$ cat src/rtl/mc_control_pkg.sv
// Shared encodings for the multicycle control unit: FSM states, instruction classes,
// ALU operation codes, opcode/funct values and the operand/PC mux selects.
package mc_control_pkg;

    typedef enum logic [2:0] {
        S_IF   = 3'd0,
        S_ID   = 3'd1,
        S_EX   = 3'd2,
        S_MEM  = 3'd3,
        S_WB   = 3'd4,
        S_HALT = 3'd5
    } state_t;

    typedef enum logic [2:0] {
        CLS_RALU = 3'd0,
        CLS_IALU = 3'd1,
        CLS_LW   = 3'd2,
        CLS_SW   = 3'd3,
        CLS_BEQ  = 3'd4,
        CLS_BNE  = 3'd5,
        CLS_J    = 3'd6,
        CLS_ILL  = 3'd7
    } iclass_t;

    localparam logic [3:0] ALUC_ADD  = 4'b0000;
    localparam logic [3:0] ALUC_AND  = 4'b0001;
    localparam logic [3:0] ALUC_OR   = 4'b0010;
    localparam logic [3:0] ALUC_XOR  = 4'b0011;
    localparam logic [3:0] ALUC_SRA  = 4'b0100;
    localparam logic [3:0] ALUC_SRL  = 4'b0101;
    localparam logic [3:0] ALUC_SLL  = 4'b0110;
    localparam logic [3:0] ALUC_ADDI = 4'b0111;
    localparam logic [3:0] ALUC_ANDI = 4'b1000;
    localparam logic [3:0] ALUC_ORI  = 4'b1001;
    localparam logic [3:0] ALUC_XORI = 4'b1010;
    localparam logic [3:0] ALUC_LW   = 4'b1011;
    localparam logic [3:0] ALUC_SW   = 4'b1100;
    localparam logic [3:0] ALUC_BEQ  = 4'b1101;
    localparam logic [3:0] ALUC_BNE  = 4'b1110;

    localparam logic [5:0] OP_RTYPE = 6'b000000;
    localparam logic [5:0] OP_ADDI  = 6'b001000;
    localparam logic [5:0] OP_ANDI  = 6'b001100;
    localparam logic [5:0] OP_ORI   = 6'b001101;
    localparam logic [5:0] OP_XORI  = 6'b001110;
    localparam logic [5:0] OP_LW    = 6'b100011;
    localparam logic [5:0] OP_SW    = 6'b101011;
    localparam logic [5:0] OP_BEQ   = 6'b000100;
    localparam logic [5:0] OP_BNE   = 6'b000101;
    localparam logic [5:0] OP_J     = 6'b000010;

    localparam logic [5:0] FN_ADD = 6'b100000;
    localparam logic [5:0] FN_AND = 6'b100100;
    localparam logic [5:0] FN_OR  = 6'b100101;
    localparam logic [5:0] FN_XOR = 6'b100110;
    localparam logic [5:0] FN_SLL = 6'b000000;
    localparam logic [5:0] FN_SRL = 6'b000010;
    localparam logic [5:0] FN_SRA = 6'b000011;

    localparam logic [1:0] BSEL_RT   = 2'd0;
    localparam logic [1:0] BSEL_SEXT = 2'd1;
    localparam logic [1:0] BSEL_ZEXT = 2'd2;

    localparam logic [1:0] PC_PLUS4  = 2'd0;
    localparam logic [1:0] PC_BRANCH = 2'd1;
    localparam logic [1:0] PC_JUMP   = 2'd2;

endpackage

$ cat src/rtl/mc_control_alu_decoder.sv
// Combinational instruction decoder: op/funct to ALU code, operand selects and class.
// Fields are meaningful only when illegal is low.
module mc_control_alu_decoder
    import mc_control_pkg::*;
(
    input  logic [5:0] op,
    input  logic [5:0] funct,
    output logic [3:0] aluc,
    output logic       alu_a_sel,
    output logic [1:0] alu_b_sel,
    output iclass_t    cls,
    output logic       illegal
);

    always_comb begin
        aluc      = ALUC_ADD;
        alu_a_sel = 1'b0;
        alu_b_sel = BSEL_RT;
        cls       = CLS_ILL;
        case (op)
            OP_RTYPE: begin
                cls = CLS_RALU;
                case (funct)
                    FN_ADD:  aluc = ALUC_ADD;
                    FN_AND:  aluc = ALUC_AND;
                    FN_OR:   aluc = ALUC_OR;
                    FN_XOR:  aluc = ALUC_XOR;
                    FN_SRA:  begin aluc = ALUC_SRA; alu_a_sel = 1'b1; end
                    FN_SRL:  begin aluc = ALUC_SRL; alu_a_sel = 1'b1; end
                    FN_SLL:  begin aluc = ALUC_SLL; alu_a_sel = 1'b1; end
                    default: cls = CLS_ILL;
                endcase
            end
            OP_ADDI: begin cls = CLS_IALU; aluc = ALUC_ADDI; alu_b_sel = BSEL_SEXT; end
            OP_ANDI: begin cls = CLS_IALU; aluc = ALUC_ANDI; alu_b_sel = BSEL_ZEXT; end
            OP_ORI:  begin cls = CLS_IALU; aluc = ALUC_ORI;  alu_b_sel = BSEL_ZEXT; end
            OP_XORI: begin cls = CLS_IALU; aluc = ALUC_XORI; alu_b_sel = BSEL_ZEXT; end
            OP_LW:   begin cls = CLS_LW;   aluc = ALUC_LW;   alu_b_sel = BSEL_SEXT; end
            OP_SW:   begin cls = CLS_SW;   aluc = ALUC_SW;   alu_b_sel = BSEL_SEXT; end
            OP_BEQ:  begin cls = CLS_BEQ;  aluc = ALUC_BEQ; end
            OP_BNE:  begin cls = CLS_BNE;  aluc = ALUC_BNE; end
            OP_J:    cls = CLS_J;
            default: cls = CLS_ILL;
        endcase
    end

    assign illegal = (cls == CLS_ILL);

endmodule

$ cat src/rtl/mc_control.sv
// Multicycle IF/ID/EX/MEM/WB control FSM driving the ALU, PC, IR, memory and register file.
// All outputs are combinational from state and the IR fields, and forced to 0 while rst is high.
module mc_control
    import mc_control_pkg::*;
#(
    parameter bit TRAP_ILLEGAL = 1'b1
) (
    input  logic       clk,
    input  logic       rst,
    input  logic [5:0] op,
    input  logic [5:0] funct,
    input  logic       z,
    input  logic       mem_ready,
    output logic [3:0] aluc,
    output logic       alu_a_sel,
    output logic [1:0] alu_b_sel,
    output logic       ir_we,
    output logic       pc_we,
    output logic [1:0] pc_src,
    output logic       mem_req,
    output logic       mem_we,
    output logic       reg_we,
    output logic       reg_dst,
    output logic       mem_to_reg,
    output logic       instr_done,
    output logic       illegal,
    output logic [2:0] state_dbg
);

    state_t     state, state_next;
    logic [3:0] dec_aluc;
    logic       dec_a_sel;
    logic [1:0] dec_b_sel;
    iclass_t    dec_cls;
    logic       dec_illegal;

    mc_control_alu_decoder u_dec (
        .op        (op),
        .funct     (funct),
        .aluc      (dec_aluc),
        .alu_a_sel (dec_a_sel),
        .alu_b_sel (dec_b_sel),
        .cls       (dec_cls),
        .illegal   (dec_illegal)
    );

    always_ff @(posedge clk) begin
        if (rst) state <= S_IF;
        else     state <= state_next;
    end

    // Memory handshake: mem_req stays high until a cycle with mem_ready; that cycle
    // completes the transfer and is the only one in which the FSM leaves IF or MEM.
    always_comb begin
        state_next = state;
        aluc       = 4'b0000;
        alu_a_sel  = 1'b0;
        alu_b_sel  = BSEL_RT;
        ir_we      = 1'b0;
        pc_we      = 1'b0;
        pc_src     = PC_PLUS4;
        mem_req    = 1'b0;
        mem_we     = 1'b0;
        reg_we     = 1'b0;
        reg_dst    = 1'b0;
        mem_to_reg = 1'b0;
        instr_done = 1'b0;
        illegal    = 1'b0;
        state_dbg  = 3'd0;
        if (!rst) begin
            state_dbg = state;
            case (state)
                S_IF: begin
                    mem_req = 1'b1;
                    if (mem_ready) begin
                        ir_we      = 1'b1;
                        pc_we      = 1'b1;
                        state_next = S_ID;
                    end
                end
                S_ID: begin
                    if (dec_cls == CLS_J) begin
                        pc_we      = 1'b1;
                        pc_src     = PC_JUMP;
                        instr_done = 1'b1;
                        state_next = S_IF;
                    end else if (dec_illegal) begin
                        if (TRAP_ILLEGAL) begin
                            state_next = S_HALT;
                        end else begin
                            instr_done = 1'b1;
                            state_next = S_IF;
                        end
                    end else begin
                        state_next = S_EX;
                    end
                end
                S_EX: begin
                    aluc      = dec_aluc;
                    alu_a_sel = dec_a_sel;
                    alu_b_sel = dec_b_sel;
                    case (dec_cls)
                        CLS_BEQ, CLS_BNE: begin
                            pc_we      = (dec_cls == CLS_BEQ) ? z : ~z;
                            pc_src     = PC_BRANCH;
                            instr_done = 1'b1;
                            state_next = S_IF;
                        end
                        CLS_LW, CLS_SW: state_next = S_MEM;
                        default:        state_next = S_WB;
                    endcase
                end
                S_MEM: begin
                    mem_req = 1'b1;
                    mem_we  = (dec_cls == CLS_SW);
                    if (mem_ready) begin
                        if (dec_cls == CLS_SW) begin
                            instr_done = 1'b1;
                            state_next = S_IF;
                        end else begin
                            state_next = S_WB;
                        end
                    end
                end
                S_WB: begin
                    reg_we     = 1'b1;
                    reg_dst    = (dec_cls == CLS_RALU);
                    mem_to_reg = (dec_cls == CLS_LW);
                    instr_done = 1'b1;
                    state_next = S_IF;
                end
                S_HALT: illegal = 1'b1;
                default: state_next = S_IF;
            endcase
        end
    end

endmodule

$ cat config.mk
export PLATFORM = sky130hd
export DESIGN_NAME = mc_control
export DESIGN_NICKNAME = d
export VERILOG_FILES = /design/src/rtl/mc_control_pkg.sv /design/src/rtl/mc_control_alu_decoder.sv /design/src/rtl/mc_control.sv
export SDC_FILE = /design/constraint.sdc
export NUM_CORES = 1
export LEC_CHECK = 0
export ABC_CLOCK_PERIOD_IN_PS = 3500
export BUFFER_PORTS_ARGS = -buffer_cell sky130_fd_sc_hd__buf_2
export CORE_MARGIN = 2
export CORE_UTILIZATION = 51
export DETAILED_ROUTE_END_ITERATION = 16
export PLACE_DENSITY = 0.85
export SLEW_MARGIN = 0
export SYNTH_ARGS = -nofsm -noshare
export SYNTH_HDL_FRONTEND = slang
export SYNTH_SLANG_ARGS = --single-unit
$ cat constraint.sdc
create_clock -name clk -period 3.5 [get_ports clk]
set_input_delay 0.7 -clock clk [delete_from_list [all_inputs] [get_ports clk]]
set_output_delay 0.7 -clock clk [all_outputs]
set_load 0.01 [all_outputs]
# Word-level counts from Yosys, hierarchy flattened
# Index checks and enable logic that the tools add are counted.
word_totals:
  register_bits: 3
  out_inout_bits: 21
  input_bits: 16
  word_cells: 94
op_classes:
  n_reduce_logical: 13
  n_eq_ne: 28
  n_mux: 50
  bitwise: 2
op_table:
  columns: ["op", "n"]
  rows:
  - ["equality test 6 bit (second input constant)", 6]
  - ["one-hot mux 4 bit (9 select lines)", 1]
  - ["2-to-1 mux 1 bit", 28]
  - ["equality test 6 x 4 -> 1 bit (second input constant)", 4]
  - ["2-to-1 mux 3 bit", 7]
  - ["one-hot mux 3 bit (7 select lines)", 1]
  - ["equality test 3 bit (second input constant)", 6]
  - ["equality test 6 x 2 -> 1 bit (second input constant)", 3]
  - ["one-hot mux 3 bit (6 select lines)", 1]
  - ["one-hot mux 3 bit (5 select lines)", 1]
  - ["equality test 3 x 2 -> 1 bit (second input constant)", 4]
  - ["equality test 6 x 3 -> 1 bit (second input constant)", 2]
  - ["zero test 6 bit", 2]
  - ["OR reduction 3 bit", 3]
  - ["2-to-1 mux 2 bit", 4]
  - ["2-to-1 mux 4 bit", 2]
  - ["one-hot mux 2 bit (2 select lines)", 2]
  - ["OR reduction 7 bit", 1]
  - ["zero test 3 bit", 2]
  - ["one-hot mux 3 bit (2 select lines)", 1]
  - ["OR reduction 2 bit", 3]
  - ["inequality test 2 bit (second input constant)", 2]
  - ["one-hot mux 1 bit (4 select lines)", 1]
  - ["OR reduction 4 bit", 1]
  - ["other kinds (4)", 5]

# Longest topological paths before layout
depth:
  depth_word: 9
  ltp_mapped: 7
  mapped_depth_nobuf: 5

# Hierarchy
# Synthesis repeated with hierarchy kept, for this count alone.
unflattened:
  cells_unflattened: 136
  hier_area_um2: 992.2
by_module_without_submodules:
  columns: ["module", "cells_per_inst", "seq_area_each_um2", "instances", "area_each_um2"]
  rows:
  - ["mc_control", 64, 60.1, 1, 543.0]
  - ["mc_control_alu_decoder", 72, 0.0, 1, 449.2]

# Worst setup path after synthesis
# No wires, ideal clock.
synth_timing:
  path_type: "input-to-output"
  start: "in op[3]"
  end: "out reg_dst"
  path_slack_ns: 0.900
  n_path_buf: 1
  path_stages: 6
  arrival_time_ns: 1.900
  required_ns: 2.800
  path_cell_list: "buf_2 -> nor2b_1 -> o21ai_0 -> a221oi_2 -> nand2_1 -> nor4_1"
synth_via:
  elab_chain_cells: 6
  word_cells_on_any_way: 15
  classes_between: "eq/ne: 9; mux: 3; reduce/logical: 3"
synth_rtl:
  columns: ["item", "line_no", "source"]
  rows:
  - ["from (decl)", "mc_control.sv:10", "input logic [5:0] op,"]
  - ["equality test 6 x 4 -> 1 bit", "mc_control_alu_decoder.sv:20", "case (op)"]
  - ["OR reduction 4 bit (no line)", null, null]
  - ["one-hot mux 3 bit (7 select lines) *", "mc_control_alu_decoder.sv:20", null]
  - ["zero test 3 bit *", "mc_control.sv:127", "reg_dst = (dec_cls == CLS_RALU);"]
  - ["2-to-1 mux 1 bit *", "mc_control.sv:72", "case (state)"]
  - ["2-to-1 mux 1 bit *", "mc_control.sv:70", "if (!rst) begin"]
  - ["to (decl)", "mc_control.sv:23", "output logic reg_dst,"]
# Mark *: on every way between the ends. The rest lies on a longest branch, timed or not.

# Worst setup path in the final report
layout_timing:
  start: "in op[2]"
  end: "out reg_dst"
# The elaborated chain is that of the path after synthesis.

==> key figures <==
Status
  – Status: completed

Critical path
  – RR Startpoint: state[0]$_SDFFE_PP0P_
  – R2r endpoint: state[0]$_SDFFE_PP0P_
  – CP peak stage delay: 0.49 ns
  – Most Frequent Cell on Critical Path: buf_2
  – CP max-delay cell: nand4b_1
  – Critical path peak fanout: 13
  – CP arrival: 2.46 ns
  – CP endpoint kind: primary output
  – Reg2reg path depth: 3
  – Setup CP Type: in -> out
  – CP cell instances: buf_2, nand4b_1, o21a_1, a221oi_2, nand2_1, nor4_1, buf_2
  – Req. time, crit path: 2.80 ns
  – FF-to-FF setup slack: 2.19 ns
  – Crit start category: input pin

Pwr
  – Pleak: 0.000454 uW
  – Max IR drop VDD: 0.000138 V
  – Cell area power density: 206 mW/mm^2

GRT
  – Initial antenna violation count: 0
  – GR Overflow Total: 0
  – First-pass GRT wire length: 3710 um
  – Largest net degree at the start of global routing: 17
  – GRT Overall Usage: 0.246
  – Vias in the first global route: 807

Clock tree
  – Hold Buf Count CTS: 0
  – Resize count post-CTS: 0
  – Setup Fix Bufs, Post-CTS: 0
  – Clk Latency, worst-skew pair: 0.25 ns
  – Clock Pin Slew Worst Setup and Hold Paths: 0.05 ns
  – Sink Count: 3
  – CTS Buffer Depth: 2
  – Htree depth: 1
  – Root Buffer: clkbuf_4
  – TritonCTS Buffers: 3
  – CTS tree: done

Finish
  – Layout area overhead: 19.6%
  – Nets: 174
  – Number of flip-flops in the largest register: 3
  – Area of the multi-input gates: 701 sq um
  – Fin util: 0.660
  – Most flop-heavy register: state
  – Largest regs: state: 3 flops
  – Fillcell total: 146
  – Diodes inserted: 0
  – Layout cell share with drive strength beyond 1: 0.274
  – Register area: 60.1 sq um

STA
  – Fin. Hold Viols: 0
  – Tmin final: 3.16 ns
  – Pins over their slew limit: 0
  – Final Setup Violations: 0
  – Clock skew: 0.0140 ns
  – Actual slew at the worst max-slew pin: 0.473 ns
  – Final worst-path cycle share: 0.903
  – Fmax: 0.317 GHz
  – Setup_tns: 0 ns
  – RSZ-0062 raised after global routing: no
  – Slew margin rel.: 0.683

Drt
  – Residual DRC: 0
  – Wirelength, routed: 2330 um
  – Final ANT Viol Nets: 0
  – Routed vias: 1064
  – Initial drt markers: 32
  – Drt wl/cell: 13.5 um
  – Via-to-Cell Ratio: 6.15
  – Drt pass-1 iters: 4

Synthesis
  – Yosys top cell area share: 0.0714
  – Ranking of synthesized cells by area: dfxtp_1, nor2_1, nor2b_1
  – Cell taking the most area after synthesis: dfxtp_1
  – Warnings, synthesis: 0
  – Ys async rst share: 0
  – Post-Syn Area: 841 sq um
  – Synth Instances: 129
  – Sequential fraction of the synthesis area: 0.0714
  – Synth cell count leaders: nor2_1, a21oi_1, nand2_1, nor2b_1, o21ai_0
  – Yosys cell types: 47
  – Most numerous cell in the Yosys netlist: nor2_1
  – Syn avg cell area: 6.52 sq um
  – Synthesis-stage register bit count: 3
  – Post-synth EDFFs: 0
  – Syn Nets: 145
  – Most used DFF post-synth: dfxtp_1

Worst hold path
  – Hold WC Path Type: reg -> reg
  – Min-delay src: state[1]$_SDFFE_PP0P_
  – Worst hold path depth: 2
  – Hold Path End: state[2]$_SDFFE_PP0P_

Die
  – Initial Util: 0.552
  – I/O Pins: 37
  – Core area: 0.00152 sq mm
  – Rows: 14
  – Die area: 0.00199 sq mm
  – Die Wd: 44.6 um
  – Chip height: 44.6 um

Flow run
  – Max_cap viols: 0

Placement
  – Gpl congestion: 0.877
  – I/O Buffers: 36
  – Hpwl dp: 1670 um
[cell families after synthesis]
| group | count (synthesis) | share of synthesized area |
|---|---|---|
| buf+inv | 17 | 0.0952 |
| compound gates | 36 | 0.310 |
| mux | 3 | 0.0357 |
| flops | 3 | 0.0714 |
| simple gates | 67 | 0.457 |
| xor+xnor | 3 | 0.0313 |
[stage by stage]
step                      cells  hold WS (ns)  power [uW]  setup slack, ns  instance area, sq um
final                       173         0.612         207            0.341                  1010
after global routing        173         0.653         222            0.193                  1010
after CTS                   173         0.602         206            0.388                  1010
after detailed placement    169         0.597         138            0.388                   980
after global placement      169         0.604         135            0.497                   980
after floorplan             129         0.590         112            0.900                   841
[layout make-up]
class	instances	area share
Inverter	5	0.0187
Clock buffer	4	0.0261
Multi-Input combinational cell	109	0.697
Sequential cell	3	0.0597
Tap cell	16	0.0199
Timing Repair Buffer	36	0.179
[power by group]
group | leakage [uW] | switching [uW] | total, uW | internal [uW]
Sequential | 0.0000247 | 9.50 | 46.9 | 37.4
Combinational | 0.000414 | 52.3 | 92.7 | 40.4
Clock | 0.0000150 | 24.4 | 67.6 | 43.2
[cells in the final DEF, fill, tap and decap left out, drive strengths merged, types with 2 or more instances in the layout]
cell type   n
buf        36
nor2       15
nand2       8
a21oi       8
nor2b       7
o21ai       7
nand2b      7
inv         5
nor3        5
nand3       5
nor4        5
clkbuf      4
mux2i       3
o32a        3
dfxtp       3
o21a        2
a21o        2
nor4b       2
o22a        2
a31oi       2
a211o       2
and3        2
xor2        2
[metal layers]
| layer | track usage | vias to the layer above | share of wire |
|---|---|---|---|
| li1 | - | 531 | - |
| met1 | 0.358 | 486 | 0.44 |
| met2 | 0.377 | 44 | 0.48 |
| met3 | 0.0122 | 3 | 0.068 |
| met4 | 0.0909 | 0 | 0.010 |
| met5 | 0 | - | 0 |
[critical path: cells and delay by family]
family | cells | cell delay [ns]
simple gates | 3 | 0.84
buf+inv | 2 | 0.35
compound gates | 2 | 0.55
[how the worst max path moves through the flow]
stage                     startpoint       to  cells past startpoint
final                          op[2]  reg_dst                      7
after global routing           op[2]  reg_dst                      7
after CTS                      op[2]  reg_dst                      7
after detailed placement       op[2]  reg_dst                      7
after global placement         op[2]    pc_we                      7
after floorplan                op[3]  reg_dst                      6
(Power assumes the default switching activity.)
